==> config.mk <==
export PLATFORM = sky130hd
export DESIGN_NAME = wb_queue_flat
export DESIGN_NICKNAME = d
export VERILOG_FILES = /design/src/rtl/wb_queue_if.sv /design/src/rtl/wb_queue.sv /design/src/flat_wrapper.sv
export SDC_FILE = /design/constraint.sdc
export NUM_CORES = 1
export LEC_CHECK = 0
export ABC_AREA = 1
export CELL_PAD_IN_SITES_DETAIL_PLACEMENT = 1
export CELL_PAD_IN_SITES_GLOBAL_PLACEMENT = 2
export CORE_UTILIZATION = 35
export CTS_CLUSTER_SIZE = 12
export DETAILED_ROUTE_END_ITERATION = 6
export HOLD_SLACK_MARGIN = 0.03
export PLACE_DENSITY_LB_ADDON = 0.1
export SYNTH_ARGS = -nofsm -noshare
export SYNTH_HDL_FRONTEND = slang
export SYNTH_SLANG_ARGS = --single-unit
==> constraint.sdc <==
create_clock -name clk -period 6.36 [get_ports clk]
set_clock_uncertainty 0.15 [all_clocks]
set_input_delay 1.272 -clock clk [delete_from_list [all_inputs] [get_ports clk]]
set_output_delay 1.272 -clock clk [all_outputs]
set_load 0.05 [all_outputs]
==> src/rtl/wb_queue_if.sv <==
// Bus bundle between the execute/memory/decode stages and the writeback queue.
// master: stage side (offers writes, asks about hazards).
// slave : wb_queue side (accepts writes, drives the register-file write port).
// Signals: EX_valid/EX_we/EX_rd/EX_result (ALU offer), M_valid/M_rd/M_data
// (load offer), in_ready, WB_we/WB_rd/WB_data_mem (register-file write),
// D_ra/D_rb with D_ra_pend/D_rb_pend (hazard query), wb_count (occupancy).
interface wb_queue_if #(
    parameter int unsigned XLEN      = 32,
    parameter int unsigned ADDR_SIZE = 5,
    parameter int unsigned DEPTH     = 4
);
    localparam int unsigned CW = $clog2(DEPTH) + 1;

    logic                 EX_valid;
    logic                 EX_we;
    logic [ADDR_SIZE-1:0] EX_rd;
    logic [XLEN-1:0]      EX_result;
    logic                 M_valid;
    logic [ADDR_SIZE-1:0] M_rd;
    logic [XLEN-1:0]      M_data;
    logic                 in_ready;
    logic                 WB_we;
    logic [ADDR_SIZE-1:0] WB_rd;
    logic [XLEN-1:0]      WB_data_mem;
    logic [ADDR_SIZE-1:0] D_ra;
    logic [ADDR_SIZE-1:0] D_rb;
    logic                 D_ra_pend;
    logic                 D_rb_pend;
    logic [CW-1:0]        wb_count;

    modport master (
        output EX_valid, EX_we, EX_rd, EX_result,
        output M_valid, M_rd, M_data,
        output D_ra, D_rb,
        input  in_ready, WB_we, WB_rd, WB_data_mem,
        input  D_ra_pend, D_rb_pend, wb_count
    );

    modport slave (
        input  EX_valid, EX_we, EX_rd, EX_result,
        input  M_valid, M_rd, M_data,
        input  D_ra, D_rb,
        output in_ready, WB_we, WB_rd, WB_data_mem,
        output D_ra_pend, D_rb_pend, wb_count
    );
endinterface

==> src/rtl/wb_queue.sv <==
// Writeback queue: owns the register file's single write port. Collects ALU
// results and load data into an in-order FIFO (load older than ALU when both
// arrive together) and retires one registered write per cycle. Also reports
// whether a decode source register still has a write in flight.
// Ports: clk, rst_n (async active-low), bus (wb_queue_if.slave).
// Optional feature macro: WB_BYPASS_EN -- when the FIFO is empty, the oldest
// newly accepted entry goes straight to the output register (1-cycle latency).
module wb_queue #(
    parameter int unsigned XLEN      = 32,
    parameter int unsigned ADDR_SIZE = 5,
    parameter int unsigned DEPTH     = 4
) (
    input  logic        clk,
    input  logic        rst_n,
    wb_queue_if.slave   bus
);
    localparam int unsigned PW = $clog2(DEPTH);
    localparam int unsigned CW = PW + 1;

    typedef struct packed {
        logic [ADDR_SIZE-1:0] rd;
        logic [XLEN-1:0]      data;
    } entry_t;

    entry_t        mem_q [DEPTH];
    logic [PW-1:0] head_q, head_d;
    logic [PW-1:0] tail_q, tail_d;
    logic [CW-1:0] count_q, count_d;
    logic          wb_we_q, wb_we_d;
    entry_t        wb_q, wb_d;

    logic          in_ready_c;
    logic          m_acc_c;
    logic          ex_acc_c;
    logic          deq_c;
    logic [1:0]    n_acc_c;
    logic [1:0]    n_enq_c;
    entry_t        first_c, second_c;
    entry_t        slot0_c, slot1_c;
    logic          ra_pend_c, rb_pend_c;

    // Room for two enqueues is always reserved, so any accepted pair fits.
    assign in_ready_c = (count_q <= CW'(DEPTH - 2));
    assign m_acc_c    = bus.M_valid && in_ready_c && (bus.M_rd != '0);
    assign ex_acc_c   = bus.EX_valid && bus.EX_we && in_ready_c && (bus.EX_rd != '0);
    assign deq_c      = (count_q != '0);

    // Next-state: order accepted entries, dequeue head, update pointers.
    always_comb begin
        first_c.rd     = m_acc_c ? bus.M_rd : bus.EX_rd;
        first_c.data   = m_acc_c ? bus.M_data : bus.EX_result;
        second_c.rd    = bus.EX_rd;
        second_c.data  = bus.EX_result;
        n_acc_c        = {1'b0, m_acc_c} + {1'b0, ex_acc_c};
        slot0_c        = first_c;
        slot1_c        = second_c;
        n_enq_c        = n_acc_c;
        wb_we_d        = 1'b0;
        wb_d           = wb_q;
        if (deq_c) begin
            wb_we_d = 1'b1;
            wb_d    = mem_q[head_q];
        end
`ifdef WB_BYPASS_EN
        // Empty FIFO: oldest new entry skips the queue; the other one enqueues.
        else if (n_acc_c != 2'd0) begin
            wb_we_d = 1'b1;
            wb_d    = first_c;
            slot0_c = second_c;
            n_enq_c = n_acc_c - 2'd1;
        end
`endif
        head_d  = head_q + PW'(deq_c);
        tail_d  = tail_q + PW'(n_enq_c);
        count_d = count_q + CW'(n_enq_c) - CW'(deq_c);
    end

    // FIFO storage needs no reset: validity is tracked by head/count.
    always_ff @(posedge clk) begin
        if (n_enq_c != 2'd0) mem_q[tail_q] <= slot0_c;
        if (n_enq_c == 2'd2) mem_q[tail_q + PW'(1)] <= slot1_c;
    end

    always_ff @(posedge clk or negedge rst_n) begin
        if (!rst_n) begin
            head_q  <= '0;
            tail_q  <= '0;
            count_q <= '0;
            wb_we_q <= 1'b0;
            wb_q    <= '0;
        end else begin
            head_q  <= head_d;
            tail_q  <= tail_d;
            count_q <= count_d;
            wb_we_q <= wb_we_d;
            wb_q    <= wb_d;
        end
    end

    // Hazard check over valid FIFO slots plus the output register.
    always_comb begin
        logic [PW-1:0] off;
        ra_pend_c = 1'b0;
        rb_pend_c = 1'b0;
        off       = '0;
        for (int unsigned i = 0; i < DEPTH; i++) begin
            off = PW'(i) - head_q;
            if (CW'(off) < count_q) begin
                if (mem_q[i].rd == bus.D_ra) ra_pend_c = 1'b1;
                if (mem_q[i].rd == bus.D_rb) rb_pend_c = 1'b1;
            end
        end
        if (wb_we_q && (wb_q.rd == bus.D_ra)) ra_pend_c = 1'b1;
        if (wb_we_q && (wb_q.rd == bus.D_rb)) rb_pend_c = 1'b1;
        if (bus.D_ra == '0) ra_pend_c = 1'b0;
        if (bus.D_rb == '0) rb_pend_c = 1'b0;
    end

    assign bus.in_ready    = in_ready_c;
    assign bus.WB_we       = wb_we_q;
    assign bus.WB_rd       = wb_q.rd;
    assign bus.WB_data_mem = wb_q.data;
    assign bus.D_ra_pend   = ra_pend_c;
    assign bus.D_rb_pend   = rb_pend_c;
    assign bus.wb_count    = count_q;
endmodule

==> src/flat_wrapper.sv <==
// flat-port wrapper written by rule: the top's interface ports become plain ports
module wb_queue_flat 
#(
    parameter int unsigned XLEN      = 32,
    parameter int unsigned ADDR_SIZE = 5,
    parameter int unsigned DEPTH     = 4
)
  (clk, rst_n, bus_EX_valid, bus_EX_we, bus_EX_rd, bus_EX_result, bus_M_valid, bus_M_rd, bus_M_data, bus_D_ra, bus_D_rb, bus_in_ready, bus_WB_we, bus_WB_rd, bus_WB_data_mem, bus_D_ra_pend, bus_D_rb_pend, bus_wb_count);
  wb_queue_if #(.XLEN(XLEN), .ADDR_SIZE(ADDR_SIZE), .DEPTH(DEPTH)) bus_i ();
  input  logic clk;
  input  logic rst_n;
  input wire logic [$bits(bus_i.EX_valid)-1:0] bus_EX_valid;
  input wire logic [$bits(bus_i.EX_we)-1:0] bus_EX_we;
  input wire logic [$bits(bus_i.EX_rd)-1:0] bus_EX_rd;
  input wire logic [$bits(bus_i.EX_result)-1:0] bus_EX_result;
  input wire logic [$bits(bus_i.M_valid)-1:0] bus_M_valid;
  input wire logic [$bits(bus_i.M_rd)-1:0] bus_M_rd;
  input wire logic [$bits(bus_i.M_data)-1:0] bus_M_data;
  input wire logic [$bits(bus_i.D_ra)-1:0] bus_D_ra;
  input wire logic [$bits(bus_i.D_rb)-1:0] bus_D_rb;
  output wire logic [$bits(bus_i.in_ready)-1:0] bus_in_ready;
  output wire logic [$bits(bus_i.WB_we)-1:0] bus_WB_we;
  output wire logic [$bits(bus_i.WB_rd)-1:0] bus_WB_rd;
  output wire logic [$bits(bus_i.WB_data_mem)-1:0] bus_WB_data_mem;
  output wire logic [$bits(bus_i.D_ra_pend)-1:0] bus_D_ra_pend;
  output wire logic [$bits(bus_i.D_rb_pend)-1:0] bus_D_rb_pend;
  output wire logic [$bits(bus_i.wb_count)-1:0] bus_wb_count;
  assign bus_i.EX_valid = bus_EX_valid;
  assign bus_i.EX_we = bus_EX_we;
  assign bus_i.EX_rd = bus_EX_rd;
  assign bus_i.EX_result = bus_EX_result;
  assign bus_i.M_valid = bus_M_valid;
  assign bus_i.M_rd = bus_M_rd;
  assign bus_i.M_data = bus_M_data;
  assign bus_i.D_ra = bus_D_ra;
  assign bus_i.D_rb = bus_D_rb;
  assign bus_in_ready = bus_i.in_ready;
  assign bus_WB_we = bus_i.WB_we;
  assign bus_WB_rd = bus_i.WB_rd;
  assign bus_WB_data_mem = bus_i.WB_data_mem;
  assign bus_D_ra_pend = bus_i.D_ra_pend;
  assign bus_D_rb_pend = bus_i.D_rb_pend;
  assign bus_wb_count = bus_i.wb_count;
  wb_queue #(.XLEN(XLEN), .ADDR_SIZE(ADDR_SIZE), .DEPTH(DEPTH)) u_core (.clk(clk), .rst_n(rst_n), .bus(bus_i));
endmodule
==> results.txt, run 1 <==
----------------------------------------------------
[Run status]
  Result of the run ... finished, final reports clean

[Placed design]
  Hpwl dp ... 18900 um
  Number of instances in the placed design ... 1543
  Worst Setup Slack post-DPL ... 1.43 ns
  Cell Area, Placed ... 11700 um2
  Global placement routability congestion ... approximately 0.86
  Buffers added on ports ... 132

[CTS]
  Clk sinks ... 193
  Root cell of the clock tree ... sky130_fd_sc_hd__clkbuf_16
  Maximum root-to-sink buffer count ... 2
  Number of hold buffers added after CTS ... 0
  Number of buffers created by CTS ... 17
  TritonCTS clock tree ... yes
  Post-CTS setup repair buffer count ... 0
  Worst-path clk slew ... 0.07 ns
  Worst-Skew Late Latency ... about 0.44 ns
  H-tree levels ... 4
  Post-cts repair resize count ... 0

[Synthesis]
  Post-Synthesis Cells ... roughly 1100
  Sequential fraction of the synthesis area ... 55.4%
  Cell types occupying the most area after synthesis ... sky130_fd_sc_hd__edfxtp_1, sky130_fd_sc_hd__nand2_1, sky130_fd_sc_hd__dfrtp_1, sky130_fd_sc_hd__o21ai_0, sky130_fd_sc_hd__o21ai_2
  Most area-hungry cell type in the Yosys netlist ... sky130_fd_sc_hd__edfxtp_1
  Number of warnings reported in the yosys synthesis log ... 0
  Synthesis-stage register bit count ... 193
  Post-synth top flop ... sky130_fd_sc_hd__edfxtp_1
  Post-synth EDFFs ... 148
  Synthesized area per cell ... between 9 and 10 um2
  Number of nets produced by synthesis ... 1185
  Top cell type's share of synthesized area ... 44.2%
  Share of flip-flops with an asynchronous set or reset after synthesis ... between 20% and 30%
  Count of distinct cell types in the synthesized netlist ... 32
  Mapped Area ... around 10000 um2

[Worst setup path]
  Category of the critical setup timing path ... in2out
  Endpoint required time on the critical path ... between 4 and 5 ns
  CP max FO ... 7
  Critical Path Sink Type ... primary output
  Number of cells traversed by the worst register-to-register path ... 11
  Reg-to-reg critical path startpoint ... u_core.bus.wb_count[1]
  Worst reg-to-reg setup slack ... 3.04 ns
  Worst r2r dst ... u_core.mem_q[1][10]
  Arrival time worst endpoint ... around 3.6 ns
  Category of the worst setup path launch point ... primary input

[Floorplan]
  Vertical die dimension ... 172 um
  Standard-cell rows ... between 60 and 70
  I/O pin total ... 133
  Area enclosed by the die boundary ... 29400 um2
  Die Width ... 172 um
  Initial cell density of the core ... 35.9%
  Core box area ... between 20000 and 30000 um2

[Global routing]
  Number of antenna violations at the first check in global routing ... 1
  Sum of overflow across all layers after global routing ... 0
  Largest net degree at the start of global routing ... 78
  Global-route wire length before repair ... 46700 um
  Vias in the first global route ... 8242
  Total track usage ... a little over a fifth

[Detailed routing]
  Vias per std cell ... 5.07
  Residual antenna-violating net count after detailed routing ... 0
  First-pass iteration count of the detailed router ... 4
  Residual DRC count ... 0
  Vias ... 7992
  DR WL/cell ... 19.0 um
  Total Routed Length ... 30000 um
  Number of design-rule violations left by the first detailed-router iteration ... 389

[Power and ir drop]
  Peak VDD IR ... about 0.00021 V
  Total power divided by cell area ... 450 nW/um2
  Total leakage power ... between 4 and 5 nW

[Timing]
  Final-report setup violation count ... 0
  Accumulated negative setup slack ... 0 ns
  Final period util ... 78.2%
  Worst slew pin tran ... 1.04 ns
  Worst-case setup margin in the final layout ... 1.38 ns
  Unrepaired setup endpoints after global routing ... false
  Time the worst path needs with I/O delays and setup ... roughly 5.0 ns
  Final Slew Violations ... 0
  Max Fclk ... 201 MHz
  Final hold violation count ... 0
  Worst slew margin relative to its limit ... 30.3%
  Min Hold Slack ... 0.396 ns

[Layout]
  Ratio of cells with drive above 1 in the final layout ... 8.60%
  Number of nets in the layout ... 1285
  Final-layout fill cell count ... 3208
  Area grow syn2layout ... 22.3%
  Number of antenna diodes ... 0
  Design Area, Final ... 12300 um2
  Cell Count, Final, Fillers Out ... roughly 1600

[Min path]
  Start point of the worst min-delay path ... u_core.mem_q[0][23]
  Worst min-delay path category ... reg2reg
  Worst Hold Endpoint ... u_core.bus.WB_data_mem[23]
  Number of cells on the worst hold path ... 2

[Run]
  Maximum Capacitance Violations ... 0

----------------------------------------------------
kinds of logic after synthesis:
family	after synthesis	share of synthesized area [%]
AO/OA/AOI/OAI	284	17.9
XOR/XNOR	32	2.79
adder cells (fa/ha/maj)	12	1.57
buffers and inverters	149	6.36
flip-flops	193	55.4
AND/OR/NAND/NOR	414	16.0
state kept, by name, indices dropped and copies added (netlist names):
name,cells
u_core.bus.WB_data_mem,32
u_core.bus.WB_rd,5
u_core.tail_q,2
u_core.bus.wb_count,3
u_core.mem_q,148
u_core.bus.WB_we,1
u_core.head_q,2
routing by layer:
metal,vias to the layer above,track usage (%),routed length [um]
met5,-,0,17
met4,2,5.63,284
met3,22,2.74,796
met2,131,37.9,15100
met1,3918,27.7,13800
li1,3919,-,-
cell usage after synthesis, types with 2 or more instances:
| cell type | instances |
|---|---|
| sky130_fd_sc_hd__a41oi_1 | 26 |
| sky130_fd_sc_hd__a22oi_1 | 40 |
| sky130_fd_sc_hd__dfrtp_1 | 45 |
| sky130_fd_sc_hd__xnor2_1 | 16 |
| sky130_fd_sc_hd__o21ai_1 | 36 |
| sky130_fd_sc_hd__nand2_1 | 322 |
| sky130_fd_sc_hd__clkbuf_1 | 25 |
| sky130_fd_sc_hd__edfxtp_1 | 148 |
| sky130_fd_sc_hd__a31oi_1 | 9 |
| sky130_fd_sc_hd__nor2_2 | 3 |
| sky130_fd_sc_hd__a21oi_1 | 3 |
| sky130_fd_sc_hd__nor3_1 | 5 |
| sky130_fd_sc_hd__buf_6 | 5 |
| sky130_fd_sc_hd__buf_2 | 34 |
| sky130_fd_sc_hd__nor2_4 | 2 |
| sky130_fd_sc_hd__inv_1 | 78 |
| sky130_fd_sc_hd__o22ai_1 | 4 |
| sky130_fd_sc_hd__o31ai_1 | 2 |
| sky130_fd_sc_hd__nor2_1 | 61 |
| sky130_fd_sc_hd__o21ai_2 | 41 |
| sky130_fd_sc_hd__xor2_1 | 16 |
| sky130_fd_sc_hd__o21ai_0 | 122 |
| sky130_fd_sc_hd__inv_2 | 5 |
| sky130_fd_sc_hd__nand4_1 | 2 |
| sky130_fd_sc_hd__nand3_1 | 17 |
| sky130_fd_sc_hd__ha_1 | 11 |
worst max-delay path: stages:
cell,delay (ns)
sky130_fd_sc_hd__clkdlybuf4s50_1,0.70
sky130_fd_sc_hd__inv_1,0.13
sky130_fd_sc_hd__nand2_1,0.08
sky130_fd_sc_hd__nand2_1,0.05
sky130_fd_sc_hd__nor3_1,0.21
sky130_fd_sc_hd__nand2_1,0.08
sky130_fd_sc_hd__nand3_1,0.10
sky130_fd_sc_hd__nor2_1,0.05
sky130_fd_sc_hd__nor2_1,0.08
sky130_fd_sc_hd__clkdlybuf4s50_1,0.80
power breakdown:
group	switching [mW]	internal, mW	leakage (nW)
Clock	0.546	0.530	0.284
Combinational	1.67	0.768	2.30
Sequential	0.205	1.81	1.87
layout by cell type (no fill, tap or decap), types with 11 or more instances in the layout:
cell type / count
sky130_fd_sc_hd__o21ai_0: 120
sky130_fd_sc_hd__ha_1: 11
sky130_fd_sc_hd__edfxtp_1: 148
sky130_fd_sc_hd__nand2_1: 322
sky130_fd_sc_hd__nor2_1: 61
sky130_fd_sc_hd__nand3_1: 16
sky130_fd_sc_hd__o21ai_2: 41
sky130_fd_sc_hd__a22oi_1: 40
sky130_fd_sc_hd__buf_4: 14
sky130_fd_sc_hd__clkdlybuf4s50_1: 131
sky130_fd_sc_hd__inv_1: 78
sky130_fd_sc_hd__xor2_1: 16
sky130_fd_sc_hd__dfrtp_1: 45
sky130_fd_sc_hd__a41oi_1: 26
sky130_fd_sc_hd__o21ai_1: 36
sky130_fd_sc_hd__xnor2_1: 16
sky130_fd_sc_hd__clkbuf_16: 17
metrics by stage:
stage	power, mW	util, %
CTS	5.61	43.9
global route	5.88	43.9
finish	5.53	43.9
detailed placement	4.53	41.8
global placement	4.48	41.8
floorplan	3.62	-
cell type report:
class	instances	area [um2]	share of cell area (%)
well taps	378	473	3.84
flip-flops and latches	193	5570	45.3
repair buffers	146	1420	11.6
clock inverters	14	161	1.31
clock buffers	18	429	3.49
multi-input cells	742	3930	32.0
inverters	84	315	2.56
worst max-delay path by stage:
stage	cells after the start	endpoint	slack (ns)	start
floorplan	7	u_core.mem_q[1][0]	0.92	bus_M_valid
global placement	10	bus_D_rb_pend	1.45	bus_D_rb[2]
detailed placement	10	bus_D_rb_pend	1.43	bus_D_rb[2]
CTS	10	bus_D_rb_pend	1.42	bus_D_rb[2]
global route	10	bus_D_ra_pend	1.29	bus_D_ra[2]
finish	10	bus_D_rb_pend	1.38	bus_D_rb[2]
No activity file was read; power rests on OpenSTA's default activity.
==> run 2, diff against run 1 <==
==> constraint.sdc (replaced) <==
create_clock -name clk -period 4.8 [get_ports clk]
set_clock_uncertainty 0.15 [all_clocks]
set_input_delay 0.96 -clock clk [delete_from_list [all_inputs] [get_ports clk]]
set_output_delay 0.96 -clock clk [all_outputs]
set_load 0.05 [all_outputs]
==> run 2 against run 1 <==
Combinational power is 33% higher; power increased by 34%; die area unchanged; sequential power increased by 33%; final area rose by 0.55%; utilization increased by 0.24 points; cell count grew 0.25%.
==> results.txt, run 2 (synthesis results as in run 1) <==
----------------------------------------------------
[Detailed routing]
  Vias ... 8017
  Total Routed Length ... roughly 30000 um
  DR WL/cell ... around 19 um
  First-pass iteration count of the detailed router ... 5
  Residual DRC count ... 0
  Residual antenna-violating net count after detailed routing ... 0
  Vias per std cell ... roughly 5.1
  Number of design-rule violations left by the first detailed-router iteration ... 468

[Global routing]
  Number of antenna violations at the first check in global routing ... 1
  Largest net degree at the start of global routing ... 77
  Sum of overflow across all layers after global routing ... 0
  Global-route wire length before repair ... 46400 um
  Vias in the first global route ... between 8000 and 9000
  Total track usage ... a little over a fifth

[CTS]
  Number of buffers created by CTS ... 17
  Worst-path clk slew ... 0.08 ns
  H-tree levels ... 4
  Post-CTS setup repair buffer count ... 0
  Clk sinks ... 193
  Post-cts repair resize count ... 0
  Root cell of the clock tree ... sky130_fd_sc_hd__clkbuf_16
  TritonCTS clock tree ... yes
  Maximum root-to-sink buffer count ... 2
  Worst-Skew Late Latency ... 0.42 ns
  Number of hold buffers added after CTS ... 0

[Layout]
  Number of antenna diodes ... 0
  Number of nets in the layout ... 1289
  Ratio of cells with drive above 1 in the final layout ... 8.91%
  Most common library cell in the layout ignoring fill and taps ... sky130_fd_sc_hd__nand2_1
  Area used by multi-input combinational logic ... 3930 um2
  Max FFs per register ... 148
  Cell Count, Final, Fillers Out ... between 1500 and 2000
  Final-layout fill cell count ... 3225
  Footprint of the flip-flops and latches ... roughly 5600 um2
  Area grow syn2layout ... 23.0%
  Commonest non-fill, non-tap cells in the layout ... sky130_fd_sc_hd__nand2_1, sky130_fd_sc_hd__edfxtp_1, sky130_fd_sc_hd__clkdlybuf4s50_1
  Register ranked first by flip-flop count ... u_core.mem_q

[Worst setup path]
  Category of the critical setup timing path ... reg2out
  Arrival time worst endpoint ... ~3.3 ns
  Worst reg-to-reg setup slack ... 1.66 ns
  Critical path cell sequence ... inv_1 > ha_1 > inv_1 > a21oi_1 > o21ai_0 > nand3_1 > nand2_1 > nor2_1 > nor2_1 > clkdlybuf4s50_1
  Critical Path Sink Type ... primary output
  Family of cells with the greatest summed delay on the critical path ... buffers and inverters
  Standard cell with the maximum stage delay on the critical path ... sky130_fd_sc_hd__clkdlybuf4s50_1
  Stage delay of the slowest cell on the critical path ... 0.81 ns
  CP Launch Point ... u_core.bus.wb_count[1]
  CP max FO ... 7
  Endpoint required time on the critical path ... 3.69 ns
  Reg-to-reg critical path startpoint ... u_core.bus.wb_count[1]
  Crit path buf inv count ... 3
  Depth of the critical timing path with buffers and inverters included ... 10
  Category of the worst setup path launch point ... register
  Number of cells traversed by the worst register-to-register path ... 11

[Timing]
  Worst slew margin relative to its limit ... a little under a third
  Final hold violation count ... 0
  Final period util ... 92.1%
  Unrepaired setup endpoints after global routing ... false
  Final-report setup violation count ... 0
  Worst slew pin tran ... 1.04 ns
  Final Slew Violations ... 0
  Max Fclk ... 226 MHz
  Time the worst path needs with I/O delays and setup ... about 4.4 ns

[Floorplan]
  I/O pin total ... 133
  Core box area ... 28000 um2
  Initial cell density of the core ... about 36%
  Area enclosed by the die boundary ... between 20000 and 30000 um2
  Die Width ... around 170 um
  Vertical die dimension ... approximately 170 um
  Standard-cell rows ... 61

[Min path]
  Start point of the worst min-delay path ... u_core.head_q[1]
  Number of cells on the worst hold path ... 1
  Worst min-delay path category ... reg2reg

[Power and ir drop]
  Total power after layout ... roughly 7.4 mW
  Total power divided by cell area ... 597 nW/um2
  Reg power frac ... 36.2%
  Fraction of power consumed by combinational cells ... a little over two fifths
  Net Sw Frac ... a little over two fifths
  Total leakage power ... 4.50 nW
  Relative contribution of the clock network to total power ... between 10% and 20%
  Internal Pwr Total ... 4.18 mW
  Peak VDD IR ... 0.000249 V
  Net switching power ... 3.21 mW

[Run]
  Maximum Capacitance Violations ... 0

[Run status]
  Result of the run ... finished, final reports clean

[Placed design]
  Number of instances in the placed design ... 1547
  Hpwl dp ... 19100 um
  Global placement routability congestion ... between 0.8 and 0.9
  Buffers added on ports ... 132

----------------------------------------------------
## run 2: cell types whose count changed in the layout (fill, tap and decap cells not counted), sizes merged
cell      before  now
inv           90   91
clkinvlp       1    0
bufinv         0    1
buf           15   19
clkinv         7    6
## run 2: layer usage
layer / global-route usage [%] / share of wire [%] / vias to the layer above
met3: 2.72 / 2.5 / 22
met2: 38.5 / 51 / 118
met5: 0 / 0.043 / -
met4: 4.39 / 0.84 / 2
met1: 27.0 / 45 / 3948
li1: - / - / 3927
## run 2: stage by stage
stage	cell area, um2	hold slack, ns	setup TNS, ns	setup slack [ns]	utilization, %
finish	12400	0.378	0	0.379	44.2
global route	12400	0.391	0	0.219	44.2
floorplan	10100	0.336	-15.81	-0.214	-
global placement	11800	0.361	0	0.511	42.0
CTS	12400	0.384	0	0.395	44.2
detailed placement	11800	0.372	0	0.514	42.0
## run 2: power groups by stage
stage / registers [mW] / clock network [mW] / logic (mW)
3_3_place_gp: 2.71 / 0 / 3.25
2_1_floorplan: 3.25 / 0 / 1.54
5_1_grt: 2.72 / 1.56 / 3.56
3_5_place_dp: 2.72 / 0 / 3.30
4_1_cts: 2.68 / 1.51 / 3.31
6_report: 2.68 / 1.47 / 3.24
## run 2: worst paths after layout
path | end
setup / recovery | bus_D_rb_pend
hold / removal | u_core.head_q[1]
setup reg to reg | u_core.mem_q[2][25]
hold reg to reg | u_core.head_q[1]
max in group asynchronous | u_core.tail_q[1]
min in group asynchronous | u_core.bus.WB_rd[4]
## run 2: cell type report
type / instances / share of cell area, %
Clock buffer: 18 / 3.47
Clock inverter: 14 / 1.51
Inverter: 84 / 2.55
Multi-Input combinational cell: 742 / 31.8
Sequential cell: 193 / 45.0
Tap cell: 378 / 3.82
Timing Repair Buffer: 150 / 11.8
==> run 3, diff against run 2 <==
--- a/config.mk
+++ b/config.mk
@@ -6,6 +6,7 @@
 export NUM_CORES = 1
 export LEC_CHECK = 0
 export ABC_AREA = 1
+export CAP_MARGIN = 20
 export CELL_PAD_IN_SITES_DETAIL_PLACEMENT = 1
 export CELL_PAD_IN_SITES_GLOBAL_PLACEMENT = 2
 export CORE_UTILIZATION = 35
==> results of run 3 <==
Same layout as run 2: the final DEF is identical, and so are final timing and power.
